[config.mk]
export PLATFORM = sky130hd
export DESIGN_NAME = booths_signed_div32_flat
export DESIGN_NICKNAME = d
export VERILOG_FILES = /design/src/rtl/arith_pkg.sv /design/src/rtl/booths_signed_div32_if.sv /design/src/rtl/div_restore_step.sv /design/src/rtl/booths_signed_div32.sv /design/src/flat_wrapper.sv
export SDC_FILE = /design/constraint.sdc
export NUM_CORES = 1
export LEC_CHECK = 0
export ABC_AREA = 1
export CELL_PAD_IN_SITES_DETAIL_PLACEMENT = 0
export CELL_PAD_IN_SITES_GLOBAL_PLACEMENT = 1
export CORE_MARGIN = 4
export CORE_UTILIZATION = 30
export DETAILED_ROUTE_END_ITERATION = 8
export GPL_TIMING_DRIVEN = 0
export PLACE_DENSITY_LB_ADDON = 0.12
export SLEW_MARGIN = 20
export SYNTH_ARGS = -nofsm -noshare
export SYNTH_HDL_FRONTEND = slang
export SYNTH_SLANG_ARGS = --single-unit
[constraint.sdc]
create_clock -name clk -period 6.4 [get_ports clk]
set_input_delay 0.96 -clock clk [delete_from_list [all_inputs] [get_ports clk]]
set_output_delay 0.96 -clock clk [all_outputs]
set_load 0.03 [all_outputs]
[src/rtl/arith_pkg.sv]
// Shared definitions for the sequential multiply/divide arithmetic units.
// Both units use the same state encoding so one controller can sequence either.
package arith_pkg;

    localparam int DEF_W  = 32;
    localparam int DEF_CW = 6;

    typedef enum logic [1:0] {
        IDLE = 2'd0,
        ITER = 2'd1,
        FIX  = 2'd2
    } arith_state_t;

    // Results are 64 bits wide; callers cast them down to their operand width W.
    function automatic logic [63:0] most_neg(input int w);
        return 64'd1 << (w - 1);
    endfunction

    function automatic logic [63:0] all_ones(input int w);
        return {64{1'b1}} >> (64 - w);
    endfunction

endpackage

[src/rtl/booths_signed_div32_if.sv]
// Start/Ready/Done handshake and operand/result bus for the signed divider.
// The controller drives the master modport and the divider implements the slave modport.
interface booths_signed_div32_if
    import arith_pkg::*;
#(
    parameter int W  = DEF_W,
    parameter int CW = DEF_CW
);

    logic [W-1:0]  A;
    logic [W-1:0]  B;
    logic          Start;
    logic [W-1:0]  Quotient;
    logic [W-1:0]  Remainder;
    logic          Ready;
    logic          Done;
    logic          DivByZero;
    logic          Overflow;
    logic [CW-1:0] CountReg;

    modport master (
        output A, B, Start,
        input  Quotient, Remainder, Ready, Done, DivByZero, Overflow, CountReg
    );

    modport slave (
        input  A, B, Start,
        output Quotient, Remainder, Ready, Done, DivByZero, Overflow, CountReg
    );

endinterface

[src/rtl/div_restore_step.sv]
// One radix-2 restoring-division iteration on magnitudes (combinational).
// The dividend is shifted out of the top of q while quotient bits enter at the bottom.
module div_restore_step
    import arith_pkg::*;
#(
    parameter int W = DEF_W
) (
    input  logic [W:0]   p,
    input  logic [W-1:0] q,
    input  logic [W-1:0] b_mag,
    output logic [W:0]   p_next,
    output logic [W-1:0] q_next
);

    logic [W+1:0] p_sh;
    logic [W+1:0] trial;
    logic         fits;

    // Two extra bits give room for the shifted value and a clean borrow/sign bit.
    always_comb begin
        p_sh  = {p, q[W-1]};
        trial = p_sh - {2'b00, b_mag};
        fits  = ~trial[W+1];
        if (fits) begin
            p_next = trial[W:0];
        end else begin
            p_next = p_sh[W:0];
        end
        q_next = {q[W-2:0], fits};
    end

endmodule

[src/rtl/booths_signed_div32.sv]
// Sequential signed divider: W restoring iterations on the operand magnitudes plus one sign-fix cycle.
// The quotient truncates toward zero, and the remainder takes the sign of the dividend.
module booths_signed_div32
    import arith_pkg::*;
#(
    parameter int W  = DEF_W,
    parameter int CW = DEF_CW
) (
    input  logic                 clk,
    input  logic                 rst_n,
    booths_signed_div32_if.slave bus
);

    localparam logic [W-1:0] MOST_NEG = W'(most_neg(W));
    localparam logic [W-1:0] ALL_ONES = W'(all_ones(W));

    arith_state_t  state;
    arith_state_t  next_state;

    logic [W:0]    p_reg;
    logic [W-1:0]  q_reg;
    logic [W-1:0]  b_mag;
    logic          sign_a;
    logic          q_neg;
    logic          dbz_sel;
    logic          ovf_sel;
    logic [CW-1:0] count_r;

    logic [W-1:0]  quotient_r;
    logic [W-1:0]  remainder_r;
    logic          done_r;
    logic          dbz_r;
    logic          ovf_r;

    logic [W-1:0]  a_mag_in;
    logic [W-1:0]  b_mag_in;
    logic          b_zero;
    logic [W:0]    p_step;
    logic [W-1:0]  q_step;

    assign a_mag_in = bus.A[W-1] ? (~bus.A + 1'b1) : bus.A;
    assign b_mag_in = bus.B[W-1] ? (~bus.B + 1'b1) : bus.B;
    assign b_zero   = (bus.B == '0);

    div_restore_step #(.W(W)) u_step (
        .p      (p_reg),
        .q      (q_reg),
        .b_mag  (b_mag),
        .p_next (p_step),
        .q_next (q_step)
    );

    always_ff @(posedge clk or negedge rst_n) begin
        if (!rst_n) begin
            state <= IDLE;
        end else begin
            state <= next_state;
        end
    end

    always_comb begin
        next_state = state;
        unique case (state)
            IDLE: begin
                if (bus.Start) begin
                    next_state = b_zero ? FIX : ITER;
                end
            end
            ITER: begin
                if (count_r == CW'(1)) begin
                    next_state = FIX;
                end
            end
            FIX: begin
                next_state = IDLE;
            end
            default: begin
                next_state = IDLE;
            end
        endcase
    end

    always_ff @(posedge clk or negedge rst_n) begin
        if (!rst_n) begin
            p_reg       <= '0;
            q_reg       <= '0;
            b_mag       <= '0;
            sign_a      <= 1'b0;
            q_neg       <= 1'b0;
            dbz_sel     <= 1'b0;
            ovf_sel     <= 1'b0;
            count_r     <= '0;
            quotient_r  <= '0;
            remainder_r <= '0;
            done_r      <= 1'b0;
            dbz_r       <= 1'b0;
            ovf_r       <= 1'b0;
        end else begin
            done_r <= 1'b0;
            unique case (state)
                IDLE: begin
                    if (bus.Start) begin
                        // q_reg starts out holding |A|. Each step shifts one dividend bit out of the top and one quotient bit into the bottom.
                        q_reg   <= a_mag_in;
                        b_mag   <= b_mag_in;
                        sign_a  <= bus.A[W-1];
                        q_neg   <= bus.A[W-1] ^ bus.B[W-1];
                        dbz_sel <= b_zero;
                        ovf_sel <= (bus.A == MOST_NEG) && (bus.B == ALL_ONES);
                        if (b_zero) begin
                            // The sign fix on |A| rebuilds A itself as the remainder.
                            p_reg   <= {1'b0, a_mag_in};
                            count_r <= '0;
                        end else begin
                            p_reg   <= '0;
                            count_r <= CW'(W);
                        end
                    end
                end
                ITER: begin
                    p_reg   <= p_step;
                    q_reg   <= q_step;
                    count_r <= count_r - CW'(1);
                end
                FIX: begin
                    if (dbz_sel) begin
                        quotient_r <= ALL_ONES;
                    end else begin
                        quotient_r <= q_neg ? (~q_reg + 1'b1) : q_reg;
                    end
                    remainder_r <= sign_a ? (~p_reg[W-1:0] + 1'b1) : p_reg[W-1:0];
                    dbz_r       <= dbz_sel;
                    ovf_r       <= ovf_sel;
                    done_r      <= 1'b1;
                end
                default: begin
                end
            endcase
        end
    end

    assign bus.Quotient  = quotient_r;
    assign bus.Remainder = remainder_r;
    assign bus.Ready     = (state == IDLE);
    assign bus.Done      = done_r;
    assign bus.DivByZero = dbz_r;
    assign bus.Overflow  = ovf_r;
    assign bus.CountReg  = count_r;

endmodule

[src/flat_wrapper.sv]
// flat-port wrapper written by rule: the top's interface ports become plain ports
module booths_signed_div32_flat import arith_pkg::*;
#(
    parameter int W  = DEF_W,
    parameter int CW = DEF_CW
)
  (clk, rst_n, bus_A, bus_B, bus_Start, bus_Quotient, bus_Remainder, bus_Ready, bus_Done, bus_DivByZero, bus_Overflow, bus_CountReg);
  booths_signed_div32_if #(.W(W), .CW(CW)) bus_i ();
  input  logic clk;
  input  logic rst_n;
  input wire logic [$bits(bus_i.A)-1:0] bus_A;
  input wire logic [$bits(bus_i.B)-1:0] bus_B;
  input wire logic [$bits(bus_i.Start)-1:0] bus_Start;
  output wire logic [$bits(bus_i.Quotient)-1:0] bus_Quotient;
  output wire logic [$bits(bus_i.Remainder)-1:0] bus_Remainder;
  output wire logic [$bits(bus_i.Ready)-1:0] bus_Ready;
  output wire logic [$bits(bus_i.Done)-1:0] bus_Done;
  output wire logic [$bits(bus_i.DivByZero)-1:0] bus_DivByZero;
  output wire logic [$bits(bus_i.Overflow)-1:0] bus_Overflow;
  output wire logic [$bits(bus_i.CountReg)-1:0] bus_CountReg;
  assign bus_i.A = bus_A;
  assign bus_i.B = bus_B;
  assign bus_i.Start = bus_Start;
  assign bus_Quotient = bus_i.Quotient;
  assign bus_Remainder = bus_i.Remainder;
  assign bus_Ready = bus_i.Ready;
  assign bus_Done = bus_i.Done;
  assign bus_DivByZero = bus_i.DivByZero;
  assign bus_Overflow = bus_i.Overflow;
  assign bus_CountReg = bus_i.CountReg;
  booths_signed_div32 #(.W(W), .CW(CW)) u_core (.clk(clk), .rst_n(rst_n), .bus(bus_i));
endmodule
==> results of run 1 <==
## layout by cell type (no fill, tap or decap), types with 3 or more instances in the layout
master / instances
xnor2_1: 16
nand3_1: 175
or2_0: 3
nor3_1: 29
inv_2: 9
o211ai_1: 5
o21ai_1: 9
o21ai_0: 165
nand2_4: 3
inv_8: 3
clkbuf_1: 41
o22ai_1: 16
xor2_1: 69
inv_1: 288
a31oi_1: 15
nor2_2: 3
clkbuf_16: 17
buf_1: 5
dfrtp_1: 176
nand3_2: 5
nand4_1: 35
a21oi_2: 8
nor3_2: 4
buf_6: 5
a21oi_1: 113
or2_2: 4
buf_2: 17
o21bai_1: 6
clkdlybuf4s50_1: 138
o31ai_1: 3
nor2_1: 272
ha_1: 39
a22oi_1: 15
nand3b_1: 8
inv_6: 4
nand2_2: 5
nor4_1: 9
nand2_1: 460
## critical path, delay by kind of cell
family,cells,cell delay (ns)
simple gates,5,1.08
compound gates,4,0.85
buf+inv,2,0.62
## power by group through the flow
stage	sequential [mW]	clock, mW	combinational [mW]
after floorplan	1.21	0	0.547
after global placement	1.24	0	0.852
after detailed placement	1.24	0	0.855
after CTS	1.21	1.12	0.859
after global routing	1.22	1.17	0.963
final	1.22	1.10	0.861
## cell type report
cell class                 instances  area, um^2
fill                            4922       28150
multi-input combinational       1517        7731
sequential                       176        4404
timing repair buffer             141        1451
inverter                         299        1122
tap                              592       740.7
clock buffer                      18       439.2
buffer                            69       321.6
clock inverter                    12       148.9
antenna                            1       2.502
## cells in the mapped netlist, types with 2 or more instances
master / n / share of area, %
nand2_1: 460 / 13
inv_1: 288 / 8.0
nor2_1: 272 / 7.5
dfrtp_1: 176 / 32
nand3_1: 175 / 6.4
o21ai_0: 165 / 6.1
a21oi_1: 113 / 4.2
xor2_1: 69 / 4.5
clkbuf_1: 41 / 1.1
ha_1: 39 / 3.6
nand4_1: 35 / 1.6
nor3_1: 29 / 1.1
buf_2: 17 / 0.63
o22ai_1: 16 / 0.74
xnor2_1: 16 / 1.0
a22oi_1: 15 / 0.83
a31oi_1: 15 / 0.69
inv_2: 9 / 0.25
nor4_1: 9 / 0.41
o21ai_1: 9 / 0.33
a21oi_2: 8 / 0.52
nand3b_1: 8 / 0.44
o21bai_1: 6 / 0.33
buf_1: 5 / 0.14
buf_6: 5 / 0.41
nand2_2: 5 / 0.23
nand3_2: 5 / 0.37
o211ai_1: 5 / 0.28
nor3_2: 4 / 0.29
or2_2: 4 / 0.18
nand2_4: 3 / 0.25
nor2_2: 3 / 0.14
o31ai_1: 3 / 0.17
or2_0: 3 / 0.14
a21o_1: 2 / 0.11
clkinv_1: 2 / 0.055
nand3_4: 2 / 0.26
nor2_4: 2 / 0.17
nor4_2: 2 / 0.18
o22a_1: 2 / 0.13
o32ai_1: 2 / 0.13
## per-stage QoR
step	instances	util, %	TNS (ns)
finish	2825	36.76	0
global route	2824	36.75	0
CTS	2824	36.75	0
detailed placement	2794	35.43	0
global placement	2792	35.30	-602.06
floorplan	2061	-	0
## logic make-up after synthesis
family | after synthesis
xor gates and xnor gates | 85
AOI/OAI and AO/OA | 365
buffers and inverters | 368
muxes | 1
DFF | 176
and+or+nand+nor | 1026
adders and majority gates | 40
## routing by layer
| metal | GRT usage, % | vias to the layer above | wire length [um] |
|---|---|---|---|
| li1 | - | 7017 | - |
| met1 | 33.68 | 6564 | 27100 |
| met2 | 32.76 | 430 | 22840 |
| met3 | 3.158 | 59 | 3030 |
| met4 | 5.970 | 0 | 1183 |
| met5 | 0 | - | 0 |
## final timing paths
path,cells after the start,start,slack (ns),endpoint
max in group asynchronous,3,rst_n,5.02,u_core.b_mag[9]
worst min register to register,2,u_core.bus.Remainder[24],0.48,u_core.bus.Remainder[24]
worst max-delay path,11,bus_A[0],3.22,u_core.p_reg[23]
worst min-delay path,1,rst_n,0.29,u_core.bus.Remainder[30]
worst max register to register,11,u_core.p_reg[25],3.62,u_core.p_reg[2]
min in group clk,2,u_core.bus.Remainder[24],0.48,u_core.bus.Remainder[24]
==> results.toml, run 1 <==
[global_route]
grt_max_degree = 88
gr-total-overflow = 0
antenna_found_initial = 0
grt_pass1_wl_um = 81250
grt_pass1_vias = 13210
grt_usage_pct = 22.16

[floorplan]
die_y_um = 220.8
dieArea_um2 = 48730
rows = 77
start_util_pct = 30.51
dieWidth_um = 220.8
ioPinCount = 141
core_um2 = 44510

[place]
gp_congestion = 0.9050
dp_slack_ns = 2.834
hpwl_um = 45150
post_dp_cell_area_um2 = 15770
portBuffers = 139

[sta]
period_needed_ns = 3.185
clock.fmax_mhz = 314.0
fin_crit_sh_pct = 49.76
setup_slack_ns = 3.215
maxSlewViolCount = 0
hold_viol_final = 0
setup_viol = 0
rsz0062_at_grt = "false"
relSlewSlack_pct = 33.60
tightest_slew_ns = 0.9856
whs_ns = 0.2878
finClkSkew_ns = 0.01235

[setup_path]
path_class = "in2reg"
crit_path_max_fanout = 6
worstPathRequired_ns = 6.73
crit_path_cell_trace = "clkdlybuf4s50_1 -> inv_1 -> nand3_1 -> nor2_1 -> nand3_1 -> o21ai_2 -> a21oi_1 -> o21ai_0 -> nor2_1 -> nor2_1 -> a21oi_1"
cp_data_arrival_time_ns = 3.51
cpMaxStageDelayCell = "clkdlybuf4s50_1"
start_kind = "input port"
cp-end-kind = "flip-flop"
cp_common_cell = "nor2_1"
cpPeakStageDelay_ns = 0.46

[synthesis]
syn_nets = 2168
yosys.area_share.simple_pct = 32.84
synth_top_family_by_area = "simple AND/OR/NAND/NOR gates"
synth-main-ff-cell = "dfrtp_1"
yosysUniqueCellTypes = 53
syn-cell-area_um2 = 13580
synth_seq_cells = 176
async_flop_share_pct = 100.0
ys_warn_count = 0
synth_adder_area_share_pct = 3.741
synth_seq_area_share_pct = 32.43
syn_inst = 2061
synth.area.mux_share_pct = 0.07371
synth_compound_area_share_pct = 14.80
synth_edf_count = 0
avgSynthCellArea_um2 = 6.589
synth_xor_area_share_pct = 5.482

[layout]
stdcell_area_um2 = 16360
layout.nets = 2328
syn2layout_area_growth_pct = 20.49
largest_reg_flops = 33
drive_above_1_share_pct = 4.839

[route]
drt_iter0_markers = 1224
avgRoutedWirePerCell_um = 19.17
drt_pre_antenna_iters = 6
viasPerCell = 4.981
drc_errors = 0
vias = 14070
ant_nets = 0
routed_wl_um = 54150

[clock_tree]
cts_inserted_buffers = 17
htree_levels = 4
cts.sinks = 176
clk_pin_slew_ns = 0.07
cts_tree = "done"
cts_max_path_buffers = 2
root_buffer = "clkbuf_16"
post-cts-setup-buffers = 0
clk_latency_ns = 0.46
cts-resized-gates = 0
hold_buffers = 0

[pwr]
swShare_pct = 35.85
power.density_nw_per_um2 = 194.0
power_frac_comb_pct = 27.1
power_mw = 3.174
vdd_drop_max_v = 0.0001432
leakage_nw = 7.706
clkPwrFrac_pct = 34.5
power.switching_mw = 1.138
seq_power_share_pct = 38.3
p_int_mw = 2.036

[outcome]
outcome = "finished clean"

[hold_path]
min_path_type = "in2async"

[flow_run]
cap_violations = 0
No activity file was read; power rests on OpenSTA's default activity.
==> run 2: changes to the inputs <==
==> constraint.sdc (replaced) <==
create_clock -name clk -period 2.8 [get_ports clk]
set_input_delay 0.42 -clock clk [delete_from_list [all_inputs] [get_ports clk]]
set_output_delay 0.42 -clock clk [all_outputs]
set_load 0.03 [all_outputs]
==> results.toml, run 2 (same netlist as run 1, synthesis figures left out) <==
[outcome]
outcome = "finished clean"

[flow_run]
cap_violations = 0

[sta]
setup_slack_ns = 0.1342
tightest_slew_ns = 1.005
relSlewSlack_pct = 32.30
hold_viol_final = 0
timing.setup.tns_ns = 0
finClkSkew_ns = 0.01214
whs_ns = 0.3457
setup_viol = 0
clock.fmax_mhz = 375.1
period_needed_ns = 2.666
fin_crit_sh_pct = 95.21
maxSlewViolCount = 0

[layout]
final_cell_mix = "nand2_1 (460), inv_1 (288), nor2_1 (269)"
final_util_pct = 36.84
stdcell_area_um2 = 16400
final_common_cell = "nand2_1"
antenna_cells = 0
layout.nets = 2330
largest_reg_flops = 33
drive_above_1_share_pct = 5.282
instances_no_fill = 2826
syn2layout_area_growth_pct = 20.77
fillers = 4928

[place]
portBuffers = 139
dp_cells = 2794
hpwl_um = 45150
dp_slack_ns = -0.2263
post_dp_cell_area_um2 = 15770
gp_congestion = 0.9050

[clock_tree]
clk_latency_ns = 0.46
clk_pin_slew_ns = 0.08
cts.sinks = 176
root_buffer = "clkbuf_16"
cts_tree = "done"
cts_inserted_buffers = 17
htree_levels = 4
cts_max_path_buffers = 2

[setup_path]
worstPathRequired_ns = 3.15
start_kind = "flip-flop"
r2r_slack_ns = 0.13
crit_path_max_fanout = 10
rr_startpoint = "u_core.p_reg[25]"
cp-end-kind = "flip-flop"
cp_data_arrival_time_ns = 3.01
rr_endpoint = "u_core.p_reg[2]"
path_class = "reg2reg"
rr_worst_depth = 11

[route]
vias = 14130
viasPerCell = 5.000
drt_pre_antenna_iters = 6
drc_errors = 0
routed_wl_um = 54110
ant_nets = 0
avgRoutedWirePerCell_um = 19.15
drt_iter0_markers = 1214

[pwr]
power_mw = 7.261
p_int_mw = 4.659
seq_power_share_pct = 38.3
vdd_drop_max_v = 0.0003274
power_frac_comb_pct = 27.2
power.density_nw_per_um2 = 442.7
power.switching_mw = 2.602
clkPwrFrac_pct = 34.5
swShare_pct = 35.83
leakage_nw = 7.715

[floorplan]
core_um2 = 44510
rows = 77
ioPinCount = 141
dieArea_um2 = 48730
die_y_um = 220.8
start_util_pct = 30.51
dieWidth_um = 220.8

[global_route]
grt_usage_pct = 22.16
grt_max_degree = 88
gr-total-overflow = 0
antenna_found_initial = 0
grt_pass1_wl_um = 81250
grt_pass1_vias = 13210

[hold_path]
min_path_type = "in2async"
[run 2: worst max-delay path by stage]
stage	startpoint	endpoint	slack, ns
final	u_core.p_reg[25]	u_core.p_reg[2]	0.13
after global routing	u_core.q_reg[31]	u_core.p_reg[28]	-0.0006
after global placement	rst_n	u_core.bus.CountReg[2]	-6.52
after CTS	u_core.p_reg[6]	u_core.p_reg[28]	0.02
after detailed placement	bus_A[0]	u_core.p_reg[23]	-0.23
after floorplan	u_core.p_reg[6]	u_core.p_reg[32]	0.70
[run 2: area by class of cell]
cell class	instances	area (um^2)	area share [%]
Multi-Input combinational cell	1517	7747	47.24
Sequential cell	176	4407	26.87
Timing Repair Buffer	143	1469	8.957
Inverter	299	1122	6.844
Tap cell	592	740.7	4.517
Clock buffer	18	439.2	2.678
Buffer	69	325.3	1.984
Clock inverter	12	148.9	0.9079
[run 2: critical path: stages, from the launching register on]
cell and delay [ns]:
dfrtp_1 0.55, ha_1 0.49, nand2_1 0.13, nor2_1 0.19, nand2_1 0.12, nor2_1 0.19
nand2_4 0.10, nand3_4 0.11, clkbuf_4 0.25, nand3_1 0.18, nand3_1 0.15, a21oi_1 0.07
[run 2: what timing repair did]
item	4_1_cts	5_1_grt
setup buffers	0	1
hold endpoints to repair	6	0
resized for setup	0	11
setup endpoints to repair	0	30
hold buffers	1	0
[run 2: power groups by stage]
stage	Combinational [mW]	Clock, mW	Sequential [mW]
2_1_floorplan	1.25	0	2.76
3_3_place_gp	1.95	0	2.83
3_5_place_dp	1.95	0	2.82
4_1_cts	1.96	2.57	2.77
5_1_grt	2.21	2.68	2.79
6_report	1.98	2.50	2.78
[run 2: metal layers]
layer  track usage, %  wire (um)  share of wire, %  vias to the layer above
li1                 -          -                 -                     7022
met1            33.69      26890                50                     6610
met2            32.76      23000                43                      444
met3            3.145       3114               5.8                       54
met4            5.970       1107               2.0                        0
met5                0          0                 0                        -
